[src/rtl/leb128_fetch.sv]
// leb128_fetch: sequential LEB128 varint decoder reading one byte per cycle from a registered ROM
module leb128_fetch #(
  parameter int MEM_DEPTH = 6,
  parameter int MEM_EXTRA = 4
) (
  input  logic                      clk,
  input  logic                      reset,
  input  logic                      start,
  input  logic [MEM_DEPTH:0]        addr,
  input  logic                      is_signed,
  input  logic                      is64,
  output logic                      busy,
  output logic                      done,
  output logic [63:0]               value,
  output logic [3:0]                length,
  output logic [2:0]                error,
  output logic [MEM_DEPTH:0]        mem_addr,
  output logic [MEM_EXTRA-1:0]      mem_extra,
  input  logic [2**MEM_EXTRA*8-1:0] mem_data,
  input  logic                      mem_error
);
  localparam int AW = MEM_DEPTH + 1;
  localparam int AW1 = AW + 1;
  typedef enum logic [1:0] {IDLE, ISSUE, RUN, FINISH} state_t;
  state_t state;
  logic [AW-1:0] base;
  logic sgn, w64;
  logic [63:0] acc;
  logic [3:0] k;
  logic [7:0] b;
  logic [6:0] sh, shl;
  logic [3:0] kn, maxl;
  logic [63:0] acc_n, fill, full, res;
  logic last_slot, bad_final, wrap, fin;
  logic [AW:0] next_a;
  logic [2:0] err_n;
  logic unused_hi;
  assign mem_extra = '0;
  assign unused_hi = ^mem_data[2**MEM_EXTRA*8-1:8];
  always_comb begin
    b = mem_data[7:0];
    kn = k + 4'd1;
    sh = 7'(k) * 7'd7;
    shl = 7'(kn) * 7'd7;
    maxl = w64 ? 4'd10 : 4'd5;
    last_slot = kn == maxl;
    acc_n = acc | ({57'd0, b[6:0]} << sh);
    fill = (sgn && b[6] && shl < (w64 ? 7'd64 : 7'd32)) ? ~((64'd1 << shl) - 64'd1) : 64'd0;
    full = acc_n | fill;
    res = w64 ? full : {32'd0, full[31:0]};
    // Only the byte at the maximum length can carry bits beyond the target width
    bad_final = last_slot && (w64 ? (sgn ? !(b[6:0] == 7'h00 || b[6:0] == 7'h7f) : b[6:1] != 6'd0)
                                  : (sgn ? !(b[6:3] == 4'h0 || b[6:3] == 4'hf) : b[6:4] != 3'd0));
    next_a = {1'b0, base} + AW1'(kn);
    wrap = next_a[AW];
    err_n = mem_error ? 3'd1 : b[7] ? (last_slot ? 3'd2 : wrap ? 3'd4 : 3'd0) : (bad_final ? 3'd3 : 3'd0);
    fin = mem_error || !b[7] || last_slot || wrap;
  end
  always_ff @(posedge clk) begin
    if (reset) begin
      state <= IDLE;
      busy <= 1'b0;
      done <= 1'b0;
      value <= '0;
      length <= '0;
      error <= '0;
      mem_addr <= '0;
      base <= '0;
      sgn <= 1'b0;
      w64 <= 1'b0;
      acc <= '0;
      k <= '0;
    end else begin
      case (state)
        IDLE: if (start) begin
          base <= addr;
          sgn <= is_signed;
          w64 <= is64;
          acc <= '0;
          k <= '0;
          mem_addr <= addr;
          busy <= 1'b1;
          state <= ISSUE;
        end
        ISSUE: begin
          mem_addr <= mem_addr + 1'b1;
          state <= RUN;
        end
        RUN: begin
          acc <= acc_n;
          k <= kn;
          mem_addr <= mem_addr + 1'b1;
          if (fin) begin
            value <= res;
            length <= kn;
            error <= err_n;
            done <= 1'b1;
            state <= FINISH;
          end
        end
        default: begin
          done <= 1'b0;
          busy <= 1'b0;
          state <= IDLE;
        end
      endcase
    end
  end
endmodule
[config.mk]
export PLATFORM = sky130hd
export DESIGN_NAME = leb128_fetch
export DESIGN_NICKNAME = d
export VERILOG_FILES = /design/src/rtl/leb128_fetch.sv
export SDC_FILE = /design/constraint.sdc
export NUM_CORES = 1
export LEC_CHECK = 0
export BUFFER_PORTS_ARGS = -buffer_cell sky130_fd_sc_hd__buf_2
export CORE_MARGIN = 5
export CORE_UTILIZATION = 50
export DETAILED_ROUTE_END_ITERATION = 7
export HOLD_SLACK_MARGIN = 0.1
export PLACE_DENSITY = 0.78
export RECOVER_POWER = 25
export SYNTH_ARGS = -nofsm -noshare
export SYNTH_HDL_FRONTEND = slang
export SYNTH_SLANG_ARGS = --single-unit
[constraint.sdc]
create_clock -name clk -period 7.2 [get_ports clk]
set_input_delay 1.44 -clock clk [delete_from_list [all_inputs] [get_ports clk]]
set_output_delay 1.44 -clock clk [all_outputs]
set_load 0.03 [all_outputs]
==> results of run 1 <==
synth_stat cells, types with 10 or more instances:
cell	count
sky130_fd_sc_hd__ha_1	19
sky130_fd_sc_hd__o211ai_1	12
sky130_fd_sc_hd__a211o_1	10
sky130_fd_sc_hd__a22oi_1	12
sky130_fd_sc_hd__dfxtp_1	159
sky130_fd_sc_hd__nand2_1	65
sky130_fd_sc_hd__buf_2	11
sky130_fd_sc_hd__o21ai_0	30
sky130_fd_sc_hd__clkbuf_1	45
sky130_fd_sc_hd__a21oi_1	145
sky130_fd_sc_hd__nor2_1	91
sky130_fd_sc_hd__nor3_1	61
sky130_fd_sc_hd__inv_1	16
sky130_fd_sc_hd__nand3_1	15
sky130_fd_sc_hd__a311oi_1	32
cell families after synthesis:
logic type,count (synthesis),synth area share (%)
buffers and inverters,86,5.28
AOI/OAI and AO/OA,303,27.5
and+or+nand+nor,277,17.5
muxes,7,0.970
other,1,0.0519
adders and majority gates,21,3.71
DFF,159,44.1
xor gates and xnor gates,4,0.849
power by group through the flow:
stage / registers, mW / clock network [mW] / logic, mW
2_1_floorplan: 1.23 / 0 / 0.509
3_3_place_gp: 1.08 / 0 / 0.881
3_5_place_dp: 1.08 / 0 / 0.885
4_1_cts: 1.06 / 0.875 / 0.891
5_1_grt: 1.08 / 0.916 / 0.965
6_report: 1.06 / 0.870 / 0.885
area by class of cell:
cell class	count	area, um2
clock buffer	20	457
sequential	159	3180
multi-input combinational	616	3680
clock inverter	11	106
fill	1354	6150
tap	184	230
timing repair buffer	106	493
inverter	18	67.6
through the flow:
stage	instances	cell area, um2
global placement	1083	7710
finish	1114	8220
detailed placement	1083	7710
CTS	1114	8280
floorplan	861	7230
global route	1114	8220
worst max path at each step:
stage	slack, ns	end	startpoint	depth (start not counted)
floorplan	3.16	value[49]	k[0]	17
finish	2.06	value[15]	k[0]	13
global placement	2.17	value[18]	k[0]	13
CTS	2.15	value[15]	k[0]	13
global route	1.72	value[17]	k[0]	13
detailed placement	2.19	value[15]	k[0]	13
layer usage:
metal,vias up,track usage (%)
met5,-,0
li1,3249,-
met4,0,7.52
met3,30,5.44
met1,3248,34.6
met2,249,36.5
worst max-delay path, stage by stage (launching register included):
cell and delay, ns:
sky130_fd_sc_hd__dfxtp_1 0.96, sky130_fd_sc_hd__ha_1 0.61, sky130_fd_sc_hd__xnor2_4 0.22, sky130_fd_sc_hd__inv_1 0.20, sky130_fd_sc_hd__ha_1 0.33, sky130_fd_sc_hd__ha_1 0.31, sky130_fd_sc_hd__a21oi_1 0.23, sky130_fd_sc_hd__o21ai_0 0.12
sky130_fd_sc_hd__a21o_1 0.19, sky130_fd_sc_hd__ha_1 0.26, sky130_fd_sc_hd__o21a_1 0.14, sky130_fd_sc_hd__a311oi_4 0.71, sky130_fd_sc_hd__nand3_1 0.40, sky130_fd_sc_hd__a311oi_1 0.34
flip-flops by register name, indices dropped and copies added, names as in the netlist:
| signal | count |
|---|---|
| acc | 64 |
| value | 64 |
| base | 7 |
| mem_addr | 7 |
| k | 4 |
| length | 4 |
| error | 3 |
| state | 2 |
| busy | 1 |
| done | 1 |
| sgn | 1 |
| w64 | 1 |
cells in the final DEF, fill, tap and decap left out, drive strengths merged, types with 7 or more instances in the layout:
| master | count |
|---|---|
| inv | 21 |
| nand2b | 7 |
| dfxtp | 159 |
| and2 | 7 |
| o21ai | 31 |
| o211ai | 12 |
| nor2b | 9 |
| ha | 19 |
| nand2 | 65 |
| a211o | 10 |
| mux2i | 7 |
| or3 | 10 |
| buf | 64 |
| nand3 | 16 |
| nor3 | 61 |
| a211oi | 8 |
| a311oi | 34 |
| clkbuf | 62 |
| a22o | 9 |
| nor2 | 91 |
| a22oi | 12 |
| a32oi | 8 |
| a21oi | 145 |
==> summary.md, run 1 <==
| Metric | Value |
|---|---|
| Aggregate negative setup slack | `0 ns` |
| Detailed-routed wire length on met3 | `1550 um` |
| Number of instances in the synthesized netlist | `~860` |
| Crit path arrival time | `about 5.5 ns` |
| Worst hold path type | `reg2reg` |
| DP Worst Slack | `between 2 and 2.5 ns` |
| Placement Rows | `between 40 and 50` |
| Number of vias per cell | `6.08` |
| Number of violations reported at the end of detailed-routing iteration 0 | `664` |
| Worst ir drop on vdd | `about 170 uV` |
| Total Die Area | `between 0.015 and 0.02 mm2` |
| Layout overhead on the synthesized area | `13.8%` |
| Cell type with the largest total area after synthesis | `sky130_fd_sc_hd__dfxtp_1` |
| Proportion of netlist area held by the largest area contributor | `~44%` |
| Bufs on Longest Clock Path | `2` |
| DRC Markers | `0` |
| Num ports | `~230` |
| Initial core utilization | `50.3%` |
| Total of hold buffers inserted after clock tree synthesis | `0` |
| Run status | `finished with violations` |
| Async S/R FF share, synth | `0%` |
| Net switching power | `between 1 and 1.5 mW` |
| Number of buffer cells added on primary ports | `100` |
| Net count, final | `approximately 1100` |
| Count of endpoints failing hold in the final timing report | `0` |
| Netlist area before placement | `0.00722 mm2` |
| Synth warn | `0` |
| Clock latency of the later-clocked register in the worst-skew pair | `0.43 ns` |
| Measured slew at the worst slew-check pin | `2.81 ns` |
| Logic gate share of total power | `around a third` |
| Largest net degree at the start of global routing | `73` |
| Final weighted congestion in routability-driven placement | `between 0.9 and 1` |
| ANT cells | `0` |
| Sequential cell fraction of total power | `a little under two fifths` |
| Final antenna-violating net count | `0` |
| Number of antenna violations at the first check in global routing | `0` |
| Global-route congestion overflow total | `0` |
| Headroom to the max-slew limit | `-87.2%` |
| Register area share after synthesis | `44.1%` |
| Hold Crit Depth | `2` |
| Detailed-routed wire length on met2 | `between 9000 and 10000 um` |
| CP startpoint kind | `flip-flop` |
| Clock transition at the register clock pins on the worst setup and hold paths after CTS | `0.06 ns` |
| Vias in the first global route | `~6100` |
| Endpoint type of the worst setup path | `flip-flop` |
| Hold WS | `between 0.4 and 0.5 ns` |
| HPWL Detailed | `13600 um` |
| Metal-1 WL | `9450 um` |
| Uppermost layer routed | `met4` |
| Height of the die | `130 um` |
| First-pass GRT wire length | `~32000 um` |
| TritonCTS Buffers | `17` |
| Violations in the final reports | `capacitance limit, slew limit` |
| Overall via count from detail_route | `between 6000 and 7000` |
| Number of different library cells in the post-synthesis netlist | `66` |
| Share of total power in the clock network | `a little under a third` |
| Setup repair after global routing missed its margin | `no` |
| TritonCTS Sinks | `approximately 160` |
| PwrDens | `~340 mW/mm2` |
| Root Buffer Master | `sky130_fd_sc_hd__clkbuf_16` |
| Critical Setup Path Class | `reg2reg` |
| FF-to-FF Start | `k[0]` |
| Reported leakage power | `about 3 nW` |
| Register-to-register setup slack | `slightly above 2 ns` |
| Total Power Consumption | `between 2 and 3 mW` |
| Synth Flop Type | `sky130_fd_sc_hd__dfxtp_1` |
| Maximum capacitance violations | `1` |
| TritonRoute pass-1 iters | `5` |
| Endpoint of the lowest-slack register-to-register path | `value[15]` |
| Post-route worst setup slack | `about 2 ns` |
| H-tree level count | `4` |
| Critical path fanouts, max | `25` |
| GRT Resource Usage Total | `approximately a quarter` |
| EDFF count, synth | `0` |
| Hold Crit Endpoint | `base[6]` |
| WP data required | `between 7 and 8 ns` |
| Clock tree skew after final layout | `0.00916 ns` |
| Ratio of cells with drive above 1 in the final layout | `12.0%` |
| Routed wire length per instance | `~18 um` |
| Worst Reg2Reg Path Length in Cells | `13` |
| Timing-limited maximum frequency | `between 150 and 200 MHz` |
| Number of buffers inserted to repair setup after CTS | `0` |
| Pins Over Slew Limit | `59` |
| Die width | `approximately 130 um` |
| Flops & latches, synth | `roughly 160` |
| Number of cells upsized or downsized after cts | `0` |
| Area of the placeable core | `0.0144 mm2` |
| Largest cells by area after synthesis | `sky130_fd_sc_hd__dfxtp_1, sky130_fd_sc_hd__a21oi_1, sky130_fd_sc_hd__nor2_1` |
| Final critical-path required period | `roughly 5.1 ns` |
| Synth Area per Inst | `approximately 8.4 um2` |
| Clock tree from TritonCTS | `yes` |
| Source of the worst hold timing path | `base[6]` |
| Internal power consumption | `between 1.5 and 2 mW` |
| Final number of setup-violating endpoints | `0` |
| Switching Share | `38.9%` |
| Detailed-route wire length | `~21000 um` |
| Final cycle utilization of the critical path | `a little under three quarters` |
| Final core utilization | `between 50% and 60%` |
No activity file was read; power rests on OpenSTA's default activity.
==> run 2, diff against run 1 <==
==> constraint.sdc (replaced) <==
create_clock -name clk -period 5.3 [get_ports clk]
set_input_delay 1.06 -clock clk [delete_from_list [all_inputs] [get_ports clk]]
set_output_delay 1.06 -clock clk [all_outputs]
set_load 0.03 [all_outputs]
==> run 2 against run 1 <==
  * The run now ends clean
  * Design area increased by 0.12%
  * Count of clock-buffer cells in the layout decreased by 1
  * Core utilization increased by 0.070 points
  * Worst setup slack got worse by 1.4 ns
  * Register-to-register slack got worse by 1.4 ns
  * Total power increased by 35%
  * Via count increased by 0.38%
  * Critical path type unchanged
  * Largest cell class unchanged
==> summary.md, run 2 (synthesized netlist as in run 1, its figures left out) <==
| Metric | Value |
|---|---|
| WP data required | `around 5.6 ns` |
| Detailed-route wire length | `20200 um` |
| Placed Area | `~0.0077 mm2` |
| TritonCTS Sinks | `between 150 and 200` |
| Most frequent standard cell in the layout excluding fill and tap cells | `sky130_fd_sc_hd__dfxtp_1` |
| Uppermost layer routed | `met4` |
| Library cell appearing most often on the critical path | `sky130_fd_sc_hd__ha_1` |
| Final critical-path required period | `roughly 4.7 ns` |
| Worst hold path type | `reg2reg` |
| H-tree level count | `4` |
| Switching Share | `roughly 39%` |
| Headroom to the max-slew limit | `between 30% and 40%` |
| Number of buffer cells added on primary ports | `100` |
| Endpoint type of the worst setup path | `flip-flop` |
| Net switching power | `about 1.5 mW` |
| Num ports | `approximately 230` |
| Crit-path max cell delay | `roughly 0.65 ns` |
| Number of vias per cell | `6.09` |
| Critical path fanouts, max | `15` |
| Worst ir drop on vdd | `around 280 uV` |
| Reported leakage power | `just under 3 nW` |
| Maximum capacitance violations | `0` |
| Total Die Area | `approximately 0.017 mm2` |
| Leading registers by flop count | `acc: 64 flops, value: 64 flops` |
| HPWL Detailed | `roughly 14000 um` |
| Pins Over Slew Limit | `0` |
| Crit path arrival time | `5.01 ns` |
| Clock tree from TritonCTS | `yes` |
| Vias in the first global route | `between 6000 and 7000` |
| Clock transition at the register clock pins on the worst setup and hold paths after CTS | `~0.060 ns` |
| Number of antenna violations at the first check in global routing | `0` |
| Final antenna-violating net count | `0` |
| Detailed-routed wire length on met2 | `between 9000 and 10000 um` |
| Net count, final | `1083` |
| GRT Resource Usage Total | `24.4%` |
| Logic gate share of total power | `around a third` |
| Layout overhead on the synthesized area | `14.0%` |
| Bufs on Longest Clock Path | `2` |
| Cells traversed along the worst timing path | `ha_1 > xnor2_4 > inv_1 > ha_1 > ha_1 > a21oi_1 > o21ai_0 > a21o_1 > ha_1 > o21a_1 > a311o_1 > o21ai_0 > a22o_1` |
| Final number of setup-violating endpoints | `0` |
| Ratio of cells with drive above 1 in the final layout | `10.7%` |
| Internal power consumption | `2.34 mW` |
| Total Power Consumption | `approximately 3.8 mW` |
| Critical Setup Path Class | `reg2reg` |
| Top library cells by usage in the layout, fill and taps aside | `sky130_fd_sc_hd__dfxtp_1, sky130_fd_sc_hd__a21oi_1, sky130_fd_sc_hd__nor2_1` |
| Root Buffer Master | `sky130_fd_sc_hd__clkbuf_16` |
| Metal-1 WL | `9350 um` |
| Timing-limited maximum frequency | `213 MHz` |
| Placement Rows | `44` |
| First-pass GRT wire length | `between 30000 and 40000 um` |
| Total of hold buffers inserted after clock tree synthesis | `0` |
| Post-layout instance count excluding filler cells | `1117` |
| ANT cells | `0` |
| Largest net degree at the start of global routing | `a little over 80` |
| PwrDens | `between 400 and 500 mW/mm2` |
| TritonRoute pass-1 iters | `6` |
| Clock tree skew after final layout | `roughly 0.0092 ns` |
| Area of the placeable core | `0.0144 mm2` |
| Count of endpoints failing hold in the final timing report | `0` |
| Total instance count after detailed placement | `approximately 1100` |
| Die width | `roughly 130 um` |
| Detailed-routed wire length on met3 | `approximately 1400 um` |
| Number of violations reported at the end of detailed-routing iteration 0 | `797` |
| Number of buffers inserted to repair setup after CTS | `0` |
| Measured slew at the worst slew-check pin | `roughly 1 ns` |
| Run status | `finished, final reports clean` |
| Clock latency of the later-clocked register in the worst-skew pair | `~0.43 ns` |
| Initial core utilization | `approximately 50%` |
| Number of cells upsized or downsized after cts | `0` |
| Aggregate negative setup slack | `0 ns` |
| Slowest CP cell | `sky130_fd_sc_hd__dfxtp_1` |
| Global-route congestion overflow total | `0` |
| DRC Markers | `0` |
| Sequential cell fraction of total power | `about 38%` |
| Share of total power in the clock network | `between 30% and 40%` |
| Overall via count from detail_route | `slightly below 7000` |
| CP startpoint kind | `flip-flop` |
| Height of the die | `approximately 130 um` |
| Routed wire length per instance | `approximately 18 um` |
| Final weighted congestion in routability-driven placement | `0.951` |
| Setup repair after global routing missed its margin | `no` |
| Final cell area excluding filler cells | `0.00823 mm2` |
| Final cycle utilization of the critical path | `88.5%` |
| TritonCTS Buffers | `17` |
-- run 2: cell count changes in the layout (fill, tap and decap cells not counted), sizes merged --
cell / previous run / this run
buf: 64 / 52
clkinv: 4 / 5
clkbuf: 62 / 77
clkinvlp: 3 / 2
-- run 2: path summary, 6_finish.rpt --
| path | startpoint | depth (start not counted) | slack [ns] | end |
|---|---|---|---|---|
| setup / recovery | k[1] | 13 | 0.61 | value[63] |
| hold / removal | base[6] | 2 | 0.45 | base[6] |
| setup reg to reg | k[1] | 13 | 0.61 | value[63] |
| hold reg to reg | base[6] | 2 | 0.45 | base[6] |
-- run 2: critical path: cells and delay by family, from the launching register on --
kind	cells	cell delay [ns]
AO/OA/AOI/OAI	7	2.04
XOR/XNOR	1	0.22
adder cells (fa/ha/maj)	4	1.49
buffers and inverters	1	0.19
flip-flops	1	0.65
-- run 2: metrics by stage --
step                setup WS (ns)  hold WS [ns]  utilization (%)
finish                      0.610         0.454             57.3
global route                0.392         0.475             57.3
CTS                         0.685         0.458             57.8
detailed placement          0.764         0.445             53.9
global placement            0.674         0.441             53.9
floorplan                    1.26         0.432                -
-- run 2: area by class of cell --
cell class / instances / area (um2)
clock buffers: 19 / 453
clock inverters: 11 / 108
fillers: 1333 / 6140
inverters: 18 / 67.6
multi-input cells: 616 / 3680
flip-flops and latches: 159 / 3180
well taps: 184 / 230
repair buffers: 110 / 505
-- run 2: per-layer routing --
metal	vias to the layer above	track usage, %
li1	3256	-
met3	38	5.81
met1	3244	34.9
met5	-	0
met2	264	36.2
met4	0	7.70
-- run 2: power by group through the flow --
stage / clock (mW) / sequential (mW) / combinational (mW)
2_1_floorplan: 0 / 1.66 / 0.691
3_3_place_gp: 0 / 1.45 / 1.21
3_5_place_dp: 0 / 1.46 / 1.22
4_1_cts: 1.17 / 1.44 / 1.22
5_1_grt: 1.23 / 1.46 / 1.33
6_report: 1.17 / 1.44 / 1.21
